### config.mk
export PLATFORM = sky130hd
export DESIGN_NAME = map_ram_arbiter_flat
export DESIGN_NICKNAME = d
export VERILOG_FILES = /design/src/rtl/map_ram_arbiter_if.sv /design/src/rtl/map_ram_arbiter.sv /design/src/flat_wrapper.sv
export SDC_FILE = /design/constraint.sdc
export NUM_CORES = 1
export LEC_CHECK = 0
export ABC_AREA = 1
export CAP_MARGIN = 30
export CORE_MARGIN = 4
export CORE_UTILIZATION = 30
export DETAILED_ROUTE_END_ITERATION = 6
export PLACE_DENSITY = 0.68
export REMOVE_ABC_BUFFERS = 1
export SYNTH_ARGS = -nofsm -noshare
export SYNTH_HDL_FRONTEND = slang
export SYNTH_SLANG_ARGS = --single-unit
### constraint.sdc
create_clock -name clk -period 6.1 [get_ports clk]
set_input_delay 1.22 -clock clk [delete_from_list [all_inputs] [get_ports clk]]
set_output_delay 1.22 -clock clk [all_outputs]
set_load 0.01 [all_outputs]
### src/rtl/map_ram_arbiter_if.sv
// Game-logic access bus for the tile-map RAM arbiter.
// master = game logic, slave = arbiter.
interface map_ram_arbiter_if #(
  parameter int unsigned ADDR_W = 9,
  parameter int unsigned DATA_W = 3
);

  logic              req;
  logic              we;
  logic [ADDR_W-1:0] addr;
  logic [DATA_W-1:0] wdata;
  logic              gnt;
  logic [DATA_W-1:0] rdata;
  logic              rvalid;
  logic              err;

  modport master (
    output req, we, addr, wdata,
    input  gnt, rdata, rvalid, err
  );

  modport slave (
    input  req, we, addr, wdata,
    output gnt, rdata, rvalid, err
  );

endinterface

### src/rtl/map_ram_arbiter.sv
// Shares the single-port synchronous-read tile-map RAM between the VGA tile prefetch
// and game-logic accesses; display prefetch slots always win.
module map_ram_arbiter #(
  parameter int unsigned TILE_SHIFT = 5,
  parameter int unsigned MAP_W      = 20,
  parameter int unsigned MAP_H      = 15,
  parameter int unsigned H_ACTIVE   = 640,
  parameter int unsigned V_ACTIVE   = 480,
  parameter int unsigned H_TOTAL    = 800,
  parameter int unsigned V_TOTAL    = 525,
  parameter int unsigned ADDR_W     = 9,
  parameter int unsigned DATA_W     = 3
) (
  input  logic                clk,
  input  logic                rst,
  input  logic [9:0]          pixel_x,
  input  logic [9:0]          pixel_y,
  output logic [DATA_W-1:0]   tile_cur,
  map_ram_arbiter_if.slave    game,
  output logic [ADDR_W-1:0]   ram_addr,
  output logic                ram_we,
  output logic [DATA_W-1:0]   ram_wdata,
  input  logic [DATA_W-1:0]   ram_rdata
);

  localparam int unsigned MapSize = MAP_W * MAP_H;
  localparam logic [TILE_SHIFT-1:0] PhaseFetch = TILE_SHIFT'((1 << TILE_SHIFT) - 2);

  // Beam position decode
  logic [TILE_SHIFT-1:0] phase;
  logic [9:0]            col;
  logic [9:0]            row;
  logic [9:0]            next_y;
  logic [9:0]            next_row;

  assign phase    = pixel_x[TILE_SHIFT-1:0];
  assign col      = pixel_x >> TILE_SHIFT;
  assign row      = pixel_y >> TILE_SHIFT;
  assign next_y   = (pixel_y == 10'(V_TOTAL - 1)) ? 10'd0 : pixel_y + 10'd1;
  assign next_row = next_y >> TILE_SHIFT;

  // Slot a fetches the next tile on this line; slot b fetches column 0 of the next line.
  logic              slot_a;
  logic              slot_b;
  logic              disp_slot;
  logic [ADDR_W-1:0] addr_a;
  logic [ADDR_W-1:0] addr_b;
  logic [ADDR_W-1:0] disp_addr;

  assign slot_a = (phase == PhaseFetch) && (col < 10'(MAP_W - 1)) &&
                  (pixel_y < 10'(V_ACTIVE));
  assign slot_b = (pixel_x == 10'(H_TOTAL - 2)) && (next_y < 10'(V_ACTIVE));
  assign disp_slot = slot_a | slot_b;

  assign addr_a    = ADDR_W'(row) * ADDR_W'(MAP_W) + ADDR_W'(col) + ADDR_W'(1);
  assign addr_b    = ADDR_W'(next_row) * ADDR_W'(MAP_W);
  assign disp_addr = slot_a ? addr_a : addr_b;

  // State
  logic [ADDR_W-1:0] ram_addr_q;
  logic              disp_pend_q;
  logic              rd_pend_q;
  logic              rd_oor_q;
  logic [DATA_W-1:0] tile_cur_q;
  logic [DATA_W-1:0] rdata_q;
  logic              rvalid_q;

  logic game_in_range;
  logic gnt_rd;

  assign game_in_range = 32'(game.addr) < MapSize;

  // Arbitration decision
  always_comb begin
    game.gnt  = 1'b0;
    game.err  = 1'b0;
    ram_we    = 1'b0;
    ram_addr  = ram_addr_q;
    ram_wdata = game.wdata;
    if (rst) begin
      ram_addr = '0;
    end else if (disp_slot) begin
      ram_addr = disp_addr;
    end else if (game.req) begin
      game.gnt = 1'b1;
      ram_addr = game.addr;
      ram_we   = game.we & game_in_range;
      game.err = ~game_in_range;
    end
  end

  assign gnt_rd = game.gnt & ~game.we;

  always_ff @(posedge clk) begin
    if (rst) begin
      ram_addr_q  <= '0;
      disp_pend_q <= 1'b0;
      rd_pend_q   <= 1'b0;
      rd_oor_q    <= 1'b0;
      tile_cur_q  <= '0;
      rdata_q     <= '0;
      rvalid_q    <= 1'b0;
    end else begin
      ram_addr_q  <= ram_addr;
      disp_pend_q <= disp_slot;
      rd_pend_q   <= gnt_rd;
      rd_oor_q    <= ~game_in_range;
      rvalid_q    <= rd_pend_q;
      // disp_pend always lands on the last phase of a tile, so the code flips on its boundary
      if (disp_pend_q) begin
        tile_cur_q <= ram_rdata;
      end
      if (rd_pend_q) begin
        rdata_q <= rd_oor_q ? '0 : ram_rdata;
      end
    end
  end

  assign tile_cur    = tile_cur_q;
  assign game.rdata  = rdata_q;
  assign game.rvalid = rvalid_q;

endmodule

### src/flat_wrapper.sv
// flat-port wrapper written by rule: the top's interface ports become plain ports
module map_ram_arbiter_flat 
#(
  parameter int unsigned TILE_SHIFT = 5,
  parameter int unsigned MAP_W      = 20,
  parameter int unsigned MAP_H      = 15,
  parameter int unsigned H_ACTIVE   = 640,
  parameter int unsigned V_ACTIVE   = 480,
  parameter int unsigned H_TOTAL    = 800,
  parameter int unsigned V_TOTAL    = 525,
  parameter int unsigned ADDR_W     = 9,
  parameter int unsigned DATA_W     = 3
)
  (clk, rst, pixel_x, pixel_y, tile_cur, ram_addr, ram_we, ram_wdata, ram_rdata, game_req, game_we, game_addr, game_wdata, game_gnt, game_rdata, game_rvalid, game_err);
  map_ram_arbiter_if #(.ADDR_W(ADDR_W), .DATA_W(DATA_W)) game_i ();
  input  logic clk;
  input  logic rst;
  input  logic [9:0] pixel_x;
  input  logic [9:0] pixel_y;
  output logic [DATA_W-1:0] tile_cur;
  output logic [ADDR_W-1:0] ram_addr;
  output logic ram_we;
  output logic [DATA_W-1:0] ram_wdata;
  input  logic [DATA_W-1:0] ram_rdata;
  input wire logic [$bits(game_i.req)-1:0] game_req;
  input wire logic [$bits(game_i.we)-1:0] game_we;
  input wire logic [$bits(game_i.addr)-1:0] game_addr;
  input wire logic [$bits(game_i.wdata)-1:0] game_wdata;
  output wire logic [$bits(game_i.gnt)-1:0] game_gnt;
  output wire logic [$bits(game_i.rdata)-1:0] game_rdata;
  output wire logic [$bits(game_i.rvalid)-1:0] game_rvalid;
  output wire logic [$bits(game_i.err)-1:0] game_err;
  assign game_i.req = game_req;
  assign game_i.we = game_we;
  assign game_i.addr = game_addr;
  assign game_i.wdata = game_wdata;
  assign game_gnt = game_i.gnt;
  assign game_rdata = game_i.rdata;
  assign game_rvalid = game_i.rvalid;
  assign game_err = game_i.err;
  map_ram_arbiter #(.TILE_SHIFT(TILE_SHIFT), .MAP_W(MAP_W), .MAP_H(MAP_H), .H_ACTIVE(H_ACTIVE), .V_ACTIVE(V_ACTIVE), .H_TOTAL(H_TOTAL), .V_TOTAL(V_TOTAL), .ADDR_W(ADDR_W), .DATA_W(DATA_W)) u_core (.clk(clk), .rst(rst), .pixel_x(pixel_x), .pixel_y(pixel_y), .tile_cur(tile_cur), .game(game_i), .ram_addr(ram_addr), .ram_we(ram_we), .ram_wdata(ram_wdata), .ram_rdata(ram_rdata));
endmodule
---- Word-level counts from Yosys, hierarchy flattened ----
Cells that the tools add are included.
word-level totals
  register bits ........................... 19
  input bits .............................. 39
  output and inout port bits .............. 22
  logic and storage cells ................. 42
operators by class
  add/subtract/negate cells ............... 3
  multiply operators ...................... 2
  equality and inequality tests ........... 3
  reduce and logical (&&, ||, !) cells .... 3
  order comparisons ....................... 4
  bitwise logic cells ..................... 5
  multiplexer cells ....................... 15
operator list
  cell                                                                    count
  9-bit 2-to-1 mux                                                        4
  10-bit equality test (second input constant)                            2
  10-bit by 9-bit < comparator with 1-bit output (second input constant)  2
  5-bit by 3-bit multiplier with 7-bit output (second input constant)     2
  10-bit by 1-bit adder with 10-bit output (second input constant)        1
  10-bit 2-to-1 mux                                                       1
  9-bit by 1-bit adder with 9-bit output (second input constant)          1
  9-bit by 5-bit adder with 9-bit output                                  1
  9-bit < comparator (second input constant)                              1
  1-bit 2-to-1 mux                                                        9
  5-bit equality test (second input constant)                             1
  5-bit < comparator (second input constant)                              1
  1-bit logical AND                                                       3
  3-bit 2-to-1 mux                                                        1
  1-bit AND                                                               2
  1-bit NOT                                                               2
  1-bit OR                                                                1

---- Depth between registers and ports, before layout ----
Gate-level depths: netlist (run 1).
  word-level depth ........................ 8
  depth in mapped cells ................... 17
  mapped depth without buffers ............ 17

---- Worst setup path after synthesis (run 1) ----
Ideal clock, no wire load.
  path type ............................... in2out
  start ................................... input port pixel_y[5]
  end ..................................... output port ram_addr[8]
  data arrival time ....................... 3.035 ns
  slack ................................... 1.845 ns
  stages on the path ...................... 15
  required time ........................... 4.880 ns
  buffers on the path ..................... 0
  cell sequence ........................... nand2_1 -> nor2_2 -> nand3_1 -> nand3_2 -> inv_1 -> ha_1 -> ha_1 -> a21o_1 -> a21oi_1 -> nand4_1 -> nand3_1 -> nand2_1 -> nand2_1 -> inv_1 -> nor2_1
on the way
  cells in the longest elaborated chain, start to end .. 7
RTL lines
  item                                                                            RTL line               source
  from (decl)                                                                     flat_wrapper.sv:19     input logic [9:0] pixel_y;
  branches (longest 5 deep; another with 9-bit by 5-bit adder with 9-bit output)  --
  9-bit 2-to-1 mux (*)                                                            map_ram_arbiter.sv:82  end else if (disp_slot) begin
  9-bit 2-to-1 mux (*)                                                            map_ram_arbiter.sv:80  if (rst) begin
  to (decl)                                                                       flat_wrapper.sv:21     output logic [ADDR_W-1:0] ram_addr;
Mark *: on every way between the ends.

---- Final worst setup path (run 1) ----
  start ................................... input port pixel_y[6]
  end ..................................... output port ram_addr[8]
Same word-level chain as after synthesis.

==> impl_results.html, run 1 <==
<table>
<tr><th>Metric</th><th>Value</th></tr>
<tr><th colspan="2">Run status</th></tr>
<tr><td>Run status</td><td>finished clean</td></tr>
<tr><th colspan="2">Clocking</th></tr>
<tr><td>Number of buffers inserted for hold repair after clock tree synthesis</td><td>0</td></tr>
<tr><td>CTS Root Buffer Type</td><td>sky130_fd_sc_hd__clkbuf_8</td></tr>
<tr><td>TritonCTS sink count</td><td>19</td></tr>
<tr><td>CTS Buf Count</td><td>3</td></tr>
<tr><td>Clock tree from TritonCTS</td><td>built</td></tr>
<tr><td>Clock buffer depth</td><td>2</td></tr>
<tr><td>Post-CTS Setup Inserts</td><td>0</td></tr>
<tr><td>Post-CTS resize count</td><td>0</td></tr>
<tr><td>Number of H-tree levels</td><td>1</td></tr>
<tr><td>Clock latency of the later-clocked register in the worst-skew pair</td><td>about 0.26 ns</td></tr>
<tr><td>Reg clk slew, reported paths</td><td>0.08 ns</td></tr>
<tr><th colspan="2">Placement</th></tr>
<tr><td>HPWL after detailed placement</td><td>4110 um</td></tr>
<tr><td>Area post-placement</td><td>0.00248 mm^2</td></tr>
<tr><td>Routability-driven placement congestion ratio</td><td>0.886</td></tr>
<tr><td>Count of port buffers added during placement</td><td>54</td></tr>
<tr><th colspan="2">Detailed routing</th></tr>
<tr><td>Number of remaining DRC errors</td><td>0</td></tr>
<tr><td>Number of vias after detailed routing</td><td>roughly 2,000</td></tr>
<tr><td>Wirelength, routed</td><td>4930 um</td></tr>
<tr><td>WL/cell</td><td>11.4 um</td></tr>
<tr><td>Antenna Violating Nets Remaining</td><td>0</td></tr>
<tr><td>Starting DRT DRC Count</td><td>87</td></tr>
<tr><td>Drt pass-1 iters</td><td>5</td></tr>
<tr><td>Via density per instance</td><td>~4.6</td></tr>
<tr><th colspan="2">Global routing</th></tr>
<tr><td>Maximum number of pins on one net before global-route repair</td><td>19</td></tr>
<tr><td>Total Routing Usage GR</td><td>a little over an eighth</td></tr>
<tr><td>Via count of the first global-routing pass</td><td>1,866</td></tr>
<tr><td>Overflow left after global routing</td><td>0</td></tr>
<tr><td>First-pass GRT wire length</td><td>just over 8000 um</td></tr>
<tr><td>Initial antenna violation count</td><td>0</td></tr>
<tr><th colspan="2">Die</th></tr>
<tr><td>Placeable Area</td><td>0.00603 mm^2</td></tr>
<tr><td>Y dimension of the die</td><td>87.4 um</td></tr>
<tr><td>Die area</td><td>0.00763 mm^2</td></tr>
<tr><td>Starting Density</td><td>31.4%</td></tr>
<tr><td>I/O pin count</td><td>approximately 60</td></tr>
<tr><td>Die span in x</td><td>~87 um</td></tr>
<tr><td>Cell Rows</td><td>28</td></tr>
<tr><th colspan="2">Worst setup path</th></tr>
<tr><td>Critical path start-end classification</td><td>in -&gt; out</td></tr>
<tr><td>Worst Path Max Fanout</td><td>5</td></tr>
<tr><td>Required time of the critical path</td><td>4.88 ns</td></tr>
<tr><td>Slowest cell on the critical path</td><td>sky130_fd_sc_hd__clkdlybuf4s50_1</td></tr>
<tr><td>Critical Path Sink Type</td><td>output pin</td></tr>
<tr><td>Cell with the most instances on the worst path</td><td>sky130_fd_sc_hd__nand2_1</td></tr>
<tr><td>CP peak stage delay</td><td>0.57 ns</td></tr>
<tr><td>Data arrival at the endpoint of the critical path</td><td>4.35 ns</td></tr>
<tr><td>Critical path startpoint category</td><td>input port</td></tr>
<tr><td>Critical Path, Cell by Cell</td><td>clkdlybuf4s50_1, nand2_1, nor2_2, nand3_1, nand3_2, inv_1, ha_1, ha_1, a21o_1, a21oi_1, nand4_1, nand3_1, nand2_1, nand2_1, inv_1, nor2_1, clkdlybuf4s50_1</td></tr>
<tr><th colspan="2">Yosys</th></tr>
<tr><td>Post-synthesis instance area</td><td>0.00189 mm^2</td></tr>
<tr><td>Share of the yosys chip area belonging to registers</td><td>20.1%</td></tr>
<tr><td>Area share of the largest cell type after synthesis</td><td>20.1%</td></tr>
<tr><td>FFs w/ async S/R, synth</td><td>0%</td></tr>
<tr><td>Top cells by instance count after synthesis</td><td>sky130_fd_sc_hd__nand2_1, sky130_fd_sc_hd__inv_1, sky130_fd_sc_hd__nor2_1</td></tr>
<tr><td>Top cell type by total area after synthesis</td><td>sky130_fd_sc_hd__dfxtp_1</td></tr>
<tr><td>Avg Cell Area, Syn</td><td>6.15 um^2</td></tr>
<tr><td>Count of distinct cell types in the synthesized netlist</td><td>31</td></tr>
<tr><td>Commonest register cell after synthesis</td><td>sky130_fd_sc_hd__dfxtp_1</td></tr>
<tr><td>Cells after Synth</td><td>307</td></tr>
<tr><td>Number of synthesis warnings</td><td>0</td></tr>
<tr><td>Main area contributors after synthesis</td><td>sky130_fd_sc_hd__dfxtp_1, sky130_fd_sc_hd__nand2_1, sky130_fd_sc_hd__ha_1</td></tr>
<tr><td>Flop and latch count out of synthesis</td><td>19</td></tr>
<tr><td>Number of synthesized flops with an enable pin</td><td>0</td></tr>
<tr><td>Most repeated cell in the gate-level netlist after synthesis</td><td>sky130_fd_sc_hd__nand2_1</td></tr>
<tr><th colspan="2">Finish</th></tr>
<tr><td>Inserted Diodes</td><td>0</td></tr>
<tr><td>Layout cells sized above 1</td><td>between 6 and 7%</td></tr>
<tr><td>Nets@finish</td><td>approximately 420</td></tr>
<tr><td>Final design area excluding fillers</td><td>roughly 0.0025 mm^2</td></tr>
<tr><td>Signed area change from the synthesized netlist to the final layout</td><td>33.7%</td></tr>
<tr><th colspan="2">STA</th></tr>
<tr><td>Worst Max-Slew Pin Slew</td><td>between 0.6 and 0.7 ns</td></tr>
<tr><td>Final setup violation count</td><td>0</td></tr>
<tr><td>Final slew viol count</td><td>0</td></tr>
<tr><td>Clock Skew</td><td>0.00522 ns</td></tr>
<tr><td>Unrepaired setup endpoints after global routing</td><td>false</td></tr>
<tr><td>Tightest slew margin relative to the limit</td><td>roughly three fifths</td></tr>
<tr><td>Setup_tns</td><td>0 ns</td></tr>
<tr><td>Peak clock frequency supported by timing</td><td>about 180 MHz</td></tr>
<tr><td>Final period demand of the worst path</td><td>roughly 5.6 ns</td></tr>
<tr><td>Portion of the clock cycle consumed by the worst path in the final layout</td><td>between 90 and 100%</td></tr>
<tr><td>Final hold vios</td><td>0</td></tr>
<tr><th colspan="2">Job</th></tr>
<tr><td>Max-cap violations</td><td>0</td></tr>
<tr><th colspan="2">Power and ir drop</th></tr>
<tr><td>Cell area power density</td><td>142 mW/mm^2</td></tr>
<tr><td>VDD IR-drop max</td><td>between 0.00006 and 0.00007 V</td></tr>
<tr><td>Static leakage</td><td>~1.3 nW</td></tr>
<tr><th colspan="2">Hold path</th></tr>
<tr><td>Worst min-delay path category</td><td>reg -&gt; reg</td></tr>
</table>
## stage by stage
step	utilization (%)	power, mW	instances	hold WS [ns]	setup WS, ns
3_3_place_gp	41.2	0.273	428	0.486	0.605
2_1_floorplan	-	0.215	299	0.476	1.84
6_report	41.9	0.360	432	0.511	0.534
5_1_grt	41.9	0.389	432	0.571	0.293
3_5_place_dp	41.2	0.275	428	0.493	0.559
4_1_cts	41.9	0.364	432	0.518	0.543
## state kept, by name, summed over array words and instances, names as in the netlist
name                cells
u_core.ram_addr_q       9
u_core.game.rdata       3
u_core.tile_cur         3
u_core.disp_pend_q      1
u_core.game.rvalid      1
u_core.rd_oor_q         1
u_core.rd_pend_q        1
## power by group
group	switching, mW	internal (mW)
Combinational	0.0738	0.0667
Sequential	0.00174	0.130
Clock	0.0426	0.0454
Total	0.118	0.242
## metal layers
layer | wire (um) | share of wire (%) | track usage, %
met5 | 0 | 0 | 0
met4 | 19 | 0.39 | 1.67
met2 | 2380 | 48 | 22.5
met1 | 2340 | 47 | 18.0
met3 | 190 | 3.9 | 2.55
## placed cells by master, fill, tap and decap left out, drive strengths merged, types with 4 or more instances in the layout
master         instances
nand2                 78
clkdlybuf4s50         54
nor2                  53
inv                   51
nand3                 33
dfxtp                 19
ha                    16
o21ai                 14
a21oi                 13
mux2i                  4
## worst max-delay path: cells and delay by family
kind	cells	cell delay, ns
adder cells (fa/ha/maj)	2	0.64
buffers and inverters	4	1.22
AND/OR/NAND/NOR	9	0.94
AO/OA/AOI/OAI	2	0.33
## path summary, 6_finish.rpt
path / from / end / slack, ns / cells after the start
setup / recovery: pixel_y[6] / ram_addr[8] / 0.53 / 17
hold / removal: u_core.tile_cur[1] / u_core.tile_cur[1] / 0.51 / 2
setup reg to reg: u_core.ram_addr_q[6] / u_core.ram_addr_q[6] / 5.32 / 4
hold reg to reg: u_core.tile_cur[1] / u_core.tile_cur[1] / 0.51 / 2
## cell type report
type                            count  area [um^2]
Clock buffer                        3         41.3
Clock inverter                      1         5.00
Fill cell                         662         3500
Inverter                           51          191
Multi-Input combinational cell    229         1270
Sequential cell                    19          380
Tap cell                           75         93.8
Timing Repair Buffer               54          541
## kinds of logic (layout without fill, tap and decap cells)
kind of cell               after synthesis  count (layout)  synth area share (%)
AOI/OAI and AO/OA                       31              31                  8.74
muxes                                    4               4                  2.12
DFF                                     19              19                  20.1
and+or+nand+nor                        172             172                  42.0
xor gates and xnor gates                 4               4                  1.85
buffers and inverters                   59             109                  12.5
adders and majority gates               18              18                  12.7
No activity file was read; power rests on OpenSTA's default activity.
==> run 2: changes to the inputs <==
--- a/config.mk
+++ b/config.mk
@@ -6,8 +6,6 @@
 export NUM_CORES = 1
 export LEC_CHECK = 0
 export ABC_AREA = 1
-export CAP_MARGIN = 30
-export CORE_MARGIN = 4
 export CORE_UTILIZATION = 30
 export DETAILED_ROUTE_END_ITERATION = 6
 export PLACE_DENSITY = 0.68
==> constraint.sdc (replaced) <==
create_clock -name clk -period 6.7 [get_ports clk]
set_input_delay 1.34 -clock clk [delete_from_list [all_inputs] [get_ports clk]]
set_output_delay 1.34 -clock clk [all_outputs]
set_load 0.01 [all_outputs]
==> impl_results.html, run 2 (same netlist as run 1, synthesis figures left out) <==
<table>
<tr><th>Metric</th><th>Value</th></tr>
<tr><th colspan="2">Global routing</th></tr>
<tr><td>Via count of the first global-routing pass</td><td>1,949 (was 1,866)</td></tr>
<tr><td>Total Routing Usage GR</td><td>16.0% (was 13.3%)</td></tr>
<tr><td>First-pass GRT wire length</td><td>8420 um (was 8300 um)</td></tr>
<tr><td>Maximum number of pins on one net before global-route repair</td><td>19 (unchanged)</td></tr>
<tr><td>Initial antenna violation count</td><td>0 (unchanged)</td></tr>
<tr><td>Met2 layer usage reported by global route</td><td>27.8% (was 22.5%)</td></tr>
<tr><td>Overflow left after global routing</td><td>0 (unchanged)</td></tr>
<tr><td>Layer with the highest usage after global routing</td><td>met2 (unchanged)</td></tr>
<tr><td>Met3 Use GR</td><td>2.81% (was 2.55%)</td></tr>
<tr><td>Global routing usage on met1</td><td>20.3% (was 18.0%)</td></tr>
<tr><th colspan="2">STA</th></tr>
<tr><td>Setup_tns</td><td>0 ns (unchanged)</td></tr>
<tr><td>Unrepaired setup endpoints after global routing</td><td>false (unchanged)</td></tr>
<tr><td>Worst hold slack across all endpoints</td><td>0.510 ns (was 0.511 ns)</td></tr>
<tr><td>Portion of the clock cycle consumed by the worst path in the final layout</td><td>86.6%</td></tr>
<tr><td>Final setup violation count</td><td>0 (unchanged)</td></tr>
<tr><td>Final period demand of the worst path</td><td>between 5 and 6 ns</td></tr>
<tr><td>Peak clock frequency supported by timing</td><td>172 MHz</td></tr>
<tr><td>Final hold vios</td><td>0 (unchanged)</td></tr>
<tr><td>Tightest slew margin relative to the limit</td><td>58.5% (was 58.7%)</td></tr>
<tr><td>Worst Max-Slew Pin Slew</td><td>0.620 ns (was 0.618 ns)</td></tr>
<tr><td>PnR worst setup slack</td><td>0.897 ns (was 0.534 ns)</td></tr>
<tr><td>Final slew viol count</td><td>0 (unchanged)</td></tr>
<tr><td>Clock Skew</td><td>0.0108 ns (was 0.00522 ns)</td></tr>
<tr><th colspan="2">Power and ir drop</th></tr>
<tr><td>Static leakage</td><td>1.34 nW (unchanged)</td></tr>
<tr><td>Clock network fraction of total power</td><td>24.8% (was 24.4%)</td></tr>
<tr><td>Share of total power in sequential cells</td><td>36.5% (about the same)</td></tr>
<tr><td>Switching Fraction</td><td>33.0% (was 32.8%)</td></tr>
<tr><td>Relative contribution of combinational cells to total power</td><td>38.7% (was 39.0%)</td></tr>
<tr><td>VDD IR-drop max</td><td>0.0000865 V (was 0.0000655 V)</td></tr>
<tr><td>Internal cell power</td><td>0.220 mW (was 0.242 mW)</td></tr>
<tr><td>Cell area power density</td><td>130 mW/mm^2 (was 142 mW/mm^2)</td></tr>
<tr><td>Switching power of the nets</td><td>0.108 mW (was 0.118 mW)</td></tr>
<tr><td>PnR Total Power</td><td>0.328 mW (was 0.360 mW)</td></tr>
<tr><th colspan="2">Placement</th></tr>
<tr><td>Area post-placement</td><td>0.00248 mm^2 (unchanged)</td></tr>
<tr><td>Worst slack at placement</td><td>0.891 ns (was 0.559 ns)</td></tr>
<tr><td>Routability-driven placement congestion ratio</td><td>0.895 (was 0.886)</td></tr>
<tr><td>HPWL after detailed placement</td><td>4030 um (was 4110 um)</td></tr>
<tr><td>Count of port buffers added during placement</td><td>54 (unchanged)</td></tr>
<tr><td>Cells after DPL</td><td>428 (unchanged)</td></tr>
<tr><th colspan="2">Detailed routing</th></tr>
<tr><td>Wirelength, routed</td><td>4780 um (was 4930 um)</td></tr>
<tr><td>Starting DRT DRC Count</td><td>81 (was 87)</td></tr>
<tr><td>Antenna Violating Nets Remaining</td><td>0 (unchanged)</td></tr>
<tr><td>WL/cell</td><td>11.1 um (was 11.4 um)</td></tr>
<tr><td>Drt pass-1 iters</td><td>4 (was 5)</td></tr>
<tr><td>Number of remaining DRC errors</td><td>0 (unchanged)</td></tr>
<tr><td>Via density per instance</td><td>4.62 (was 4.55)</td></tr>
<tr><td>Number of vias after detailed routing</td><td>1,996 (was 1,967)</td></tr>
<tr><th colspan="2">Finish</th></tr>
<tr><td>Final design area excluding fillers</td><td>0.00253 mm^2 (unchanged)</td></tr>
<tr><td>Most frequent standard cell in the layout excluding fill and tap cells</td><td>sky130_fd_sc_hd__nand2_1 (unchanged)</td></tr>
<tr><td>Register name with the most flops</td><td>u_core.ram_addr_q (unchanged)</td></tr>
<tr><td>Core utilization of the finished layout</td><td>42.2% (was 41.9%)</td></tr>
<tr><td>Non-filler cells in the finished layout</td><td>432 (unchanged)</td></tr>
<tr><td>Layout cells sized above 1</td><td>6.44% (unchanged)</td></tr>
<tr><td>Leading cell types in the layout, fill and taps excluded</td><td>sky130_fd_sc_hd__nand2_1, sky130_fd_sc_hd__clkdlybuf4s50_1, sky130_fd_sc_hd__inv_1 (unchanged)</td></tr>
<tr><td>Inserted Diodes</td><td>0 (unchanged)</td></tr>
<tr><td>Number of flip-flops under the largest register name</td><td>9 (unchanged)</td></tr>
<tr><td>Signed area change from the synthesized netlist to the final layout</td><td>33.7% (unchanged)</td></tr>
<tr><td>Nets@finish</td><td>415 (unchanged)</td></tr>
<tr><th colspan="2">Die</th></tr>
<tr><td>Cell Rows</td><td>28 (unchanged)</td></tr>
<tr><td>I/O pin count</td><td>61 (unchanged)</td></tr>
<tr><td>Placeable Area</td><td>0.00599 mm^2 (was 0.00603 mm^2)</td></tr>
<tr><td>Die span in x</td><td>81.4 um (was 87.4 um)</td></tr>
<tr><td>Y dimension of the die</td><td>81.4 um (was 87.4 um)</td></tr>
<tr><td>Die area</td><td>0.00662 mm^2 (was 0.00763 mm^2)</td></tr>
<tr><td>Starting Density</td><td>31.5% (was 31.4%)</td></tr>
<tr><th colspan="2">Clocking</th></tr>
<tr><td>Number of H-tree levels</td><td>1 (unchanged)</td></tr>
<tr><td>Clock buffer depth</td><td>2 (unchanged)</td></tr>
<tr><td>CTS Root Buffer Type</td><td>sky130_fd_sc_hd__clkbuf_8 (unchanged)</td></tr>
<tr><td>CTS Buf Count</td><td>3 (unchanged)</td></tr>
<tr><td>Post-CTS Setup Inserts</td><td>0 (unchanged)</td></tr>
<tr><td>TritonCTS sink count</td><td>19 (unchanged)</td></tr>
<tr><td>Reg clk slew, reported paths</td><td>0.07 ns (was 0.08 ns)</td></tr>
<tr><td>Clock tree from TritonCTS</td><td>built (unchanged)</td></tr>
<tr><td>Number of buffers inserted for hold repair after clock tree synthesis</td><td>0 (unchanged)</td></tr>
<tr><td>Post-CTS resize count</td><td>0 (unchanged)</td></tr>
<tr><td>Clock latency of the later-clocked register in the worst-skew pair</td><td>0.26 ns (about the same)</td></tr>
<tr><th colspan="2">Job</th></tr>
<tr><td>Max-cap violations</td><td>0 (unchanged)</td></tr>
<tr><th colspan="2">Hold path</th></tr>
<tr><td>Instance count along the most critical hold path</td><td>2 (unchanged)</td></tr>
<tr><td>Start point of the worst hold path</td><td>u_core.tile_cur[0] (was u_core.tile_cur[1])</td></tr>
<tr><td>Worst min-delay path category</td><td>reg -&gt; reg (unchanged)</td></tr>
<tr><td>Worst hold endpoint</td><td>u_core.tile_cur[0] (was u_core.tile_cur[1])</td></tr>
<tr><th colspan="2">Worst setup path</th></tr>
<tr><td>R2R Path Start</td><td>u_core.rd_pend_q (was u_core.ram_addr_q[6])</td></tr>
<tr><td>Critical Path Sink Type</td><td>output pin (unchanged)</td></tr>
<tr><td>Register-to-register setup slack</td><td>5.90 ns (was 5.32 ns)</td></tr>
<tr><td>Endpoint of the worst register-to-register path</td><td>u_core.game.rdata[2] (was u_core.ram_addr_q[6])</td></tr>
<tr><td>Worst Path Max Fanout</td><td>5 (unchanged)</td></tr>
<tr><td>Data arrival at the endpoint of the critical path</td><td>4.46 ns (was 4.35 ns)</td></tr>
<tr><td>Worst Reg2Reg Path Length in Cells</td><td>3 (was 4)</td></tr>
<tr><td>Critical path start-end classification</td><td>in -&gt; out (unchanged)</td></tr>
<tr><td>Required time of the critical path</td><td>5.36 ns (was 4.88 ns)</td></tr>
<tr><td>Critical path startpoint category</td><td>input port (unchanged)</td></tr>
<tr><th colspan="2">Run status</th></tr>
<tr><td>Run status</td><td>finished clean (unchanged)</td></tr>
</table>
-- run 2: worst max-delay path by stage --
stage | start | to | slack (ns) | cells past startpoint
final | pixel_y[6] | ram_addr[8] | 0.90 | 17
after floorplan | pixel_y[5] | ram_addr[8] | 2.20 | 15
after detailed placement | pixel_y[6] | ram_addr[8] | 0.89 | 17
after global routing | pixel_y[6] | ram_addr[8] | 0.69 | 17
after CTS | pixel_y[6] | ram_addr[8] | 0.89 | 17
after global placement | pixel_y[6] | ram_addr[8] | 0.98 | 17
-- run 2: worst max-delay path: stages --
cell,delay (ns)
sky130_fd_sc_hd__clkdlybuf4s50_1,0.57
sky130_fd_sc_hd__nand2_1,0.12
sky130_fd_sc_hd__nor2_2,0.16
sky130_fd_sc_hd__nand3_1,0.13
sky130_fd_sc_hd__nand3_2,0.13
sky130_fd_sc_hd__inv_1,0.05
sky130_fd_sc_hd__ha_1,0.33
sky130_fd_sc_hd__ha_1,0.30
sky130_fd_sc_hd__a21o_1,0.16
sky130_fd_sc_hd__a21oi_1,0.17
sky130_fd_sc_hd__nand4_1,0.11
sky130_fd_sc_hd__nand3_1,0.08
sky130_fd_sc_hd__nand2_1,0.07
sky130_fd_sc_hd__nand2_1,0.06
sky130_fd_sc_hd__inv_1,0.05
sky130_fd_sc_hd__nor2_1,0.09
sky130_fd_sc_hd__clkdlybuf4s50_1,0.56
-- run 2: power by group through the flow --
| stage | Combinational (mW) | Clock (mW) | Sequential [mW] |
|---|---|---|---|
| final | 0.127 | 0.0815 | 0.120 |
| after global routing | 0.144 | 0.0892 | 0.120 |
| after detailed placement | 0.126 | 0 | 0.122 |
| after floorplan | 0.0731 | 0 | 0.123 |
| after global placement | 0.125 | 0 | 0.122 |
| after CTS | 0.127 | 0.0835 | 0.120 |
-- run 2: layout make-up --
cell class	count	area [um^2]
fill	606	3460
multi-input combinational	229	1270
timing repair buffer	54	541
sequential	19	380
inverter	51	191
tap	75	93.8
clock buffer	3	41.3
clock inverter	1	5.00
-- run 2: routing by layer --
metal | part of all wire, % | vias up | routed length (um)
met3 | 3.1 | 7 | 150
met2 | 48 | 43 | 2310
met4 | 1.0 | 0 | 48
met5 | 0 | - | 0
met1 | 47 | 880 | 2260
li1 | - | 1066 | -
==> run 3: changes to the inputs <==
--- a/config.mk
+++ b/config.mk
@@ -9,6 +9,7 @@
 export CORE_UTILIZATION = 30
 export DETAILED_ROUTE_END_ITERATION = 6
 export PLACE_DENSITY = 0.68
+export RECOVER_POWER = 25
 export REMOVE_ABC_BUFFERS = 1
 export SYNTH_ARGS = -nofsm -noshare
 export SYNTH_HDL_FRONTEND = slang
==> impl_results.html, run 3 (same netlist as run 1, synthesis figures left out) <==
<table>
<tr><th>Metric</th><th>Value</th></tr>
<tr><th colspan="2">Finish</th></tr>
<tr><td>Layout cells sized above 1</td><td>6.44% (unchanged)</td></tr>
<tr><td>Core utilization of the finished layout</td><td>42.2% (unchanged)</td></tr>
<tr><td>Inserted Diodes</td><td>0 (unchanged)</td></tr>
<tr><td>Number of flip-flops under the largest register name</td><td>9 (unchanged)</td></tr>
<tr><td>Nets@finish</td><td>415 (unchanged)</td></tr>
<tr><td>Number of filler cells placed in the layout</td><td>606 (unchanged)</td></tr>
<tr><td>Most frequent standard cell in the layout excluding fill and tap cells</td><td>sky130_fd_sc_hd__nand2_1 (unchanged)</td></tr>
<tr><td>Final design area excluding fillers</td><td>0.00253 mm^2 (unchanged)</td></tr>
<tr><td>Signed area change from the synthesized netlist to the final layout</td><td>33.7% (unchanged)</td></tr>
<tr><td>Leading cell types in the layout, fill and taps excluded</td><td>sky130_fd_sc_hd__nand2_1, sky130_fd_sc_hd__inv_1, sky130_fd_sc_hd__clkdlybuf4s50_1 (was sky130_fd_sc_hd__nand2_1, sky130_fd_sc_hd__clkdlybuf4s50_1, sky130_fd_sc_hd__inv_1)</td></tr>
<tr><td>Non-filler cells in the finished layout</td><td>432 (unchanged)</td></tr>
<tr><td>Register name with the most flops</td><td>u_core.ram_addr_q (unchanged)</td></tr>
<tr><th colspan="2">Job</th></tr>
<tr><td>Max-cap violations</td><td>0 (unchanged)</td></tr>
<tr><th colspan="2">Worst setup path</th></tr>
<tr><td>Worst Path Max Fanout</td><td>5 (unchanged)</td></tr>
<tr><td>Critical Path Sink Type</td><td>output pin (unchanged)</td></tr>
<tr><td>Required time of the critical path</td><td>5.36 ns (about the same)</td></tr>
<tr><td>Critical path startpoint category</td><td>input port (unchanged)</td></tr>
<tr><td>Data arrival at the endpoint of the critical path</td><td>4.46 ns (about the same)</td></tr>
<tr><td>Critical path start-end classification</td><td>in -&gt; out (unchanged)</td></tr>
<tr><th colspan="2">Clocking</th></tr>
<tr><td>Number of H-tree levels</td><td>1 (unchanged)</td></tr>
<tr><td>TritonCTS sink count</td><td>19 (unchanged)</td></tr>
<tr><td>CTS Buf Count</td><td>3 (unchanged)</td></tr>
<tr><td>Clock latency of the later-clocked register in the worst-skew pair</td><td>0.26 ns (about the same)</td></tr>
<tr><td>Post-CTS resize count</td><td>0 (unchanged)</td></tr>
<tr><td>Clock tree from TritonCTS</td><td>built (unchanged)</td></tr>
<tr><td>Clock buffer depth</td><td>2 (unchanged)</td></tr>
<tr><td>Number of buffers inserted for hold repair after clock tree synthesis</td><td>0 (unchanged)</td></tr>
<tr><td>Reg clk slew, reported paths</td><td>0.07 ns (about the same)</td></tr>
<tr><td>CTS Root Buffer Type</td><td>sky130_fd_sc_hd__clkbuf_8 (unchanged)</td></tr>
<tr><td>Post-CTS Setup Inserts</td><td>0 (unchanged)</td></tr>
<tr><th colspan="2">STA</th></tr>
<tr><td>Final hold vios</td><td>0 (unchanged)</td></tr>
<tr><td>Final slew viol count</td><td>0 (unchanged)</td></tr>
<tr><td>Tightest slew margin relative to the limit</td><td>58.5% (about the same)</td></tr>
<tr><td>Unrepaired setup endpoints after global routing</td><td>false (unchanged)</td></tr>
<tr><td>PnR worst setup slack</td><td>0.897 ns (about the same)</td></tr>
<tr><td>Worst hold slack across all endpoints</td><td>0.505 ns (was 0.510 ns)</td></tr>
<tr><td>Peak clock frequency supported by timing</td><td>172 MHz (about the same)</td></tr>
<tr><td>Final setup violation count</td><td>0 (unchanged)</td></tr>
<tr><td>Worst Max-Slew Pin Slew</td><td>0.620 ns (about the same)</td></tr>
<tr><td>Final period demand of the worst path</td><td>5.80 ns (about the same)</td></tr>
<tr><td>Portion of the clock cycle consumed by the worst path in the final layout</td><td>86.6% (about the same)</td></tr>
<tr><td>Setup_tns</td><td>0 ns (unchanged)</td></tr>
<tr><td>Clock Skew</td><td>0.0104 ns (was 0.0108 ns)</td></tr>
<tr><th colspan="2">Power and ir drop</th></tr>
<tr><td>Internal cell power</td><td>0.220 mW (about the same)</td></tr>
<tr><td>Switching Fraction</td><td>33.0% (about the same)</td></tr>
<tr><td>Cell area power density</td><td>130 mW/mm^2 (about the same)</td></tr>
<tr><td>VDD IR-drop max</td><td>0.0000865 V (about the same)</td></tr>
<tr><td>PnR Total Power</td><td>0.328 mW (about the same)</td></tr>
<tr><td>Clock network fraction of total power</td><td>24.8% (about the same)</td></tr>
<tr><td>Switching power of the nets</td><td>0.108 mW (about the same)</td></tr>
<tr><td>Relative contribution of combinational cells to total power</td><td>38.6% (was 38.7%)</td></tr>
<tr><td>Static leakage</td><td>1.35 nW (was 1.34 nW)</td></tr>
<tr><td>Share of total power in sequential cells</td><td>36.6% (was 36.5%)</td></tr>
<tr><th colspan="2">Die</th></tr>
<tr><td>Starting Density</td><td>31.5% (unchanged)</td></tr>
<tr><td>Placeable Area</td><td>0.00599 mm^2 (unchanged)</td></tr>
<tr><td>I/O pin count</td><td>61 (unchanged)</td></tr>
<tr><td>Die area</td><td>0.00662 mm^2 (unchanged)</td></tr>
<tr><td>Cell Rows</td><td>28 (unchanged)</td></tr>
<tr><td>Die span in x</td><td>81.4 um (unchanged)</td></tr>
<tr><td>Y dimension of the die</td><td>81.4 um (unchanged)</td></tr>
<tr><th colspan="2">Detailed routing</th></tr>
<tr><td>Via density per instance</td><td>4.61 (was 4.62)</td></tr>
<tr><td>Number of vias after detailed routing</td><td>1,992 (was 1,996)</td></tr>
<tr><td>Wirelength, routed</td><td>4780 um (unchanged)</td></tr>
<tr><td>Number of remaining DRC errors</td><td>0 (unchanged)</td></tr>
<tr><td>Drt pass-1 iters</td><td>4 (unchanged)</td></tr>
<tr><td>Starting DRT DRC Count</td><td>81 (unchanged)</td></tr>
<tr><td>WL/cell</td><td>11.1 um (unchanged)</td></tr>
<tr><td>Antenna Violating Nets Remaining</td><td>0 (unchanged)</td></tr>
<tr><th colspan="2">Placement</th></tr>
<tr><td>HPWL after detailed placement</td><td>4030 um (unchanged)</td></tr>
<tr><td>Routability-driven placement congestion ratio</td><td>0.895 (unchanged)</td></tr>
<tr><td>Area post-placement</td><td>0.00248 mm^2 (unchanged)</td></tr>
<tr><td>Cells after DPL</td><td>428 (unchanged)</td></tr>
<tr><td>Worst slack at placement</td><td>0.891 ns (unchanged)</td></tr>
<tr><td>Count of port buffers added during placement</td><td>54 (unchanged)</td></tr>
<tr><th colspan="2">Run status</th></tr>
<tr><td>Run status</td><td>finished clean (unchanged)</td></tr>
<tr><th colspan="2">Global routing</th></tr>
<tr><td>Maximum number of pins on one net before global-route repair</td><td>19 (unchanged)</td></tr>
<tr><td>Initial antenna violation count</td><td>0 (unchanged)</td></tr>
<tr><td>Total Routing Usage GR</td><td>16.0% (unchanged)</td></tr>
<tr><td>First-pass GRT wire length</td><td>8420 um (unchanged)</td></tr>
<tr><td>Via count of the first global-routing pass</td><td>1,949 (unchanged)</td></tr>
<tr><td>Overflow left after global routing</td><td>0 (unchanged)</td></tr>
<tr><th colspan="2">Hold path</th></tr>
<tr><td>Worst min-delay path category</td><td>reg -&gt; reg (unchanged)</td></tr>
</table>
## run 3: cell types whose count changed in the layout (fill, tap and decap cells not counted), sizes merged
cell,change
dlygate4sd3,+6
clkdlybuf4s50,-6
## run 3: power groups by stage
stage | clock, mW | sequential (mW) | combinational (mW)
2_1_floorplan | 0 | 0.123 | 0.0731
3_3_place_gp | 0 | 0.122 | 0.125
3_5_place_dp | 0 | 0.122 | 0.126
4_1_cts | 0.0835 | 0.120 | 0.127
5_1_grt | 0.0892 | 0.120 | 0.144
6_report | 0.0813 | 0.120 | 0.127
## run 3: final cells by class
type / count / area [um^2] / share of cell area [%]
sequential: 19 / 380 / 15.1
multi-input combinational: 229 / 1270 / 50.4
clock inverter: 1 / 5.00 / 0.198
timing repair buffer: 54 / 541 / 21.4
inverter: 51 / 191 / 7.58
tap: 75 / 93.8 / 3.71
clock buffer: 3 / 41.3 / 1.63
## run 3: per-layer routing
| layer | share of wire, % | wire (um) | GRT usage (%) |
|---|---|---|---|
| met2 | 48 | 2320 | 27.8 |
| met5 | 0 | 0 | 0 |
| met3 | 3.1 | 147 | 2.81 |
| met4 | 1.0 | 48 | 3.39 |
| met1 | 47 | 2260 | 20.3 |
## run 3: worst paths after layout
path | startpoint | to | slack (ns) | cells after the start
max | pixel_y[6] | ram_addr[8] | 0.90 | 17
min | u_core.tile_cur[0] | u_core.tile_cur[0] | 0.50 | 2
max reg2reg | u_core.rd_pend_q | u_core.game.rdata[2] | 5.90 | 3
min reg2reg | u_core.tile_cur[0] | u_core.tile_cur[0] | 0.50 | 2
## run 3: worst max-delay path: stages
cell and delay, ns:
sky130_fd_sc_hd__clkdlybuf4s50_1 0.57, sky130_fd_sc_hd__nand2_1 0.12, sky130_fd_sc_hd__nor2_2 0.16, sky130_fd_sc_hd__nand3_1 0.13, sky130_fd_sc_hd__nand3_2 0.13, sky130_fd_sc_hd__inv_1 0.05, sky130_fd_sc_hd__ha_1 0.33, sky130_fd_sc_hd__ha_1 0.30
sky130_fd_sc_hd__a21o_1 0.16, sky130_fd_sc_hd__a21oi_1 0.17, sky130_fd_sc_hd__nand4_1 0.11, sky130_fd_sc_hd__nand3_1 0.08, sky130_fd_sc_hd__nand2_1 0.07, sky130_fd_sc_hd__nand2_1 0.06, sky130_fd_sc_hd__inv_1 0.05, sky130_fd_sc_hd__nor2_1 0.09
sky130_fd_sc_hd__clkdlybuf4s50_1 0.56
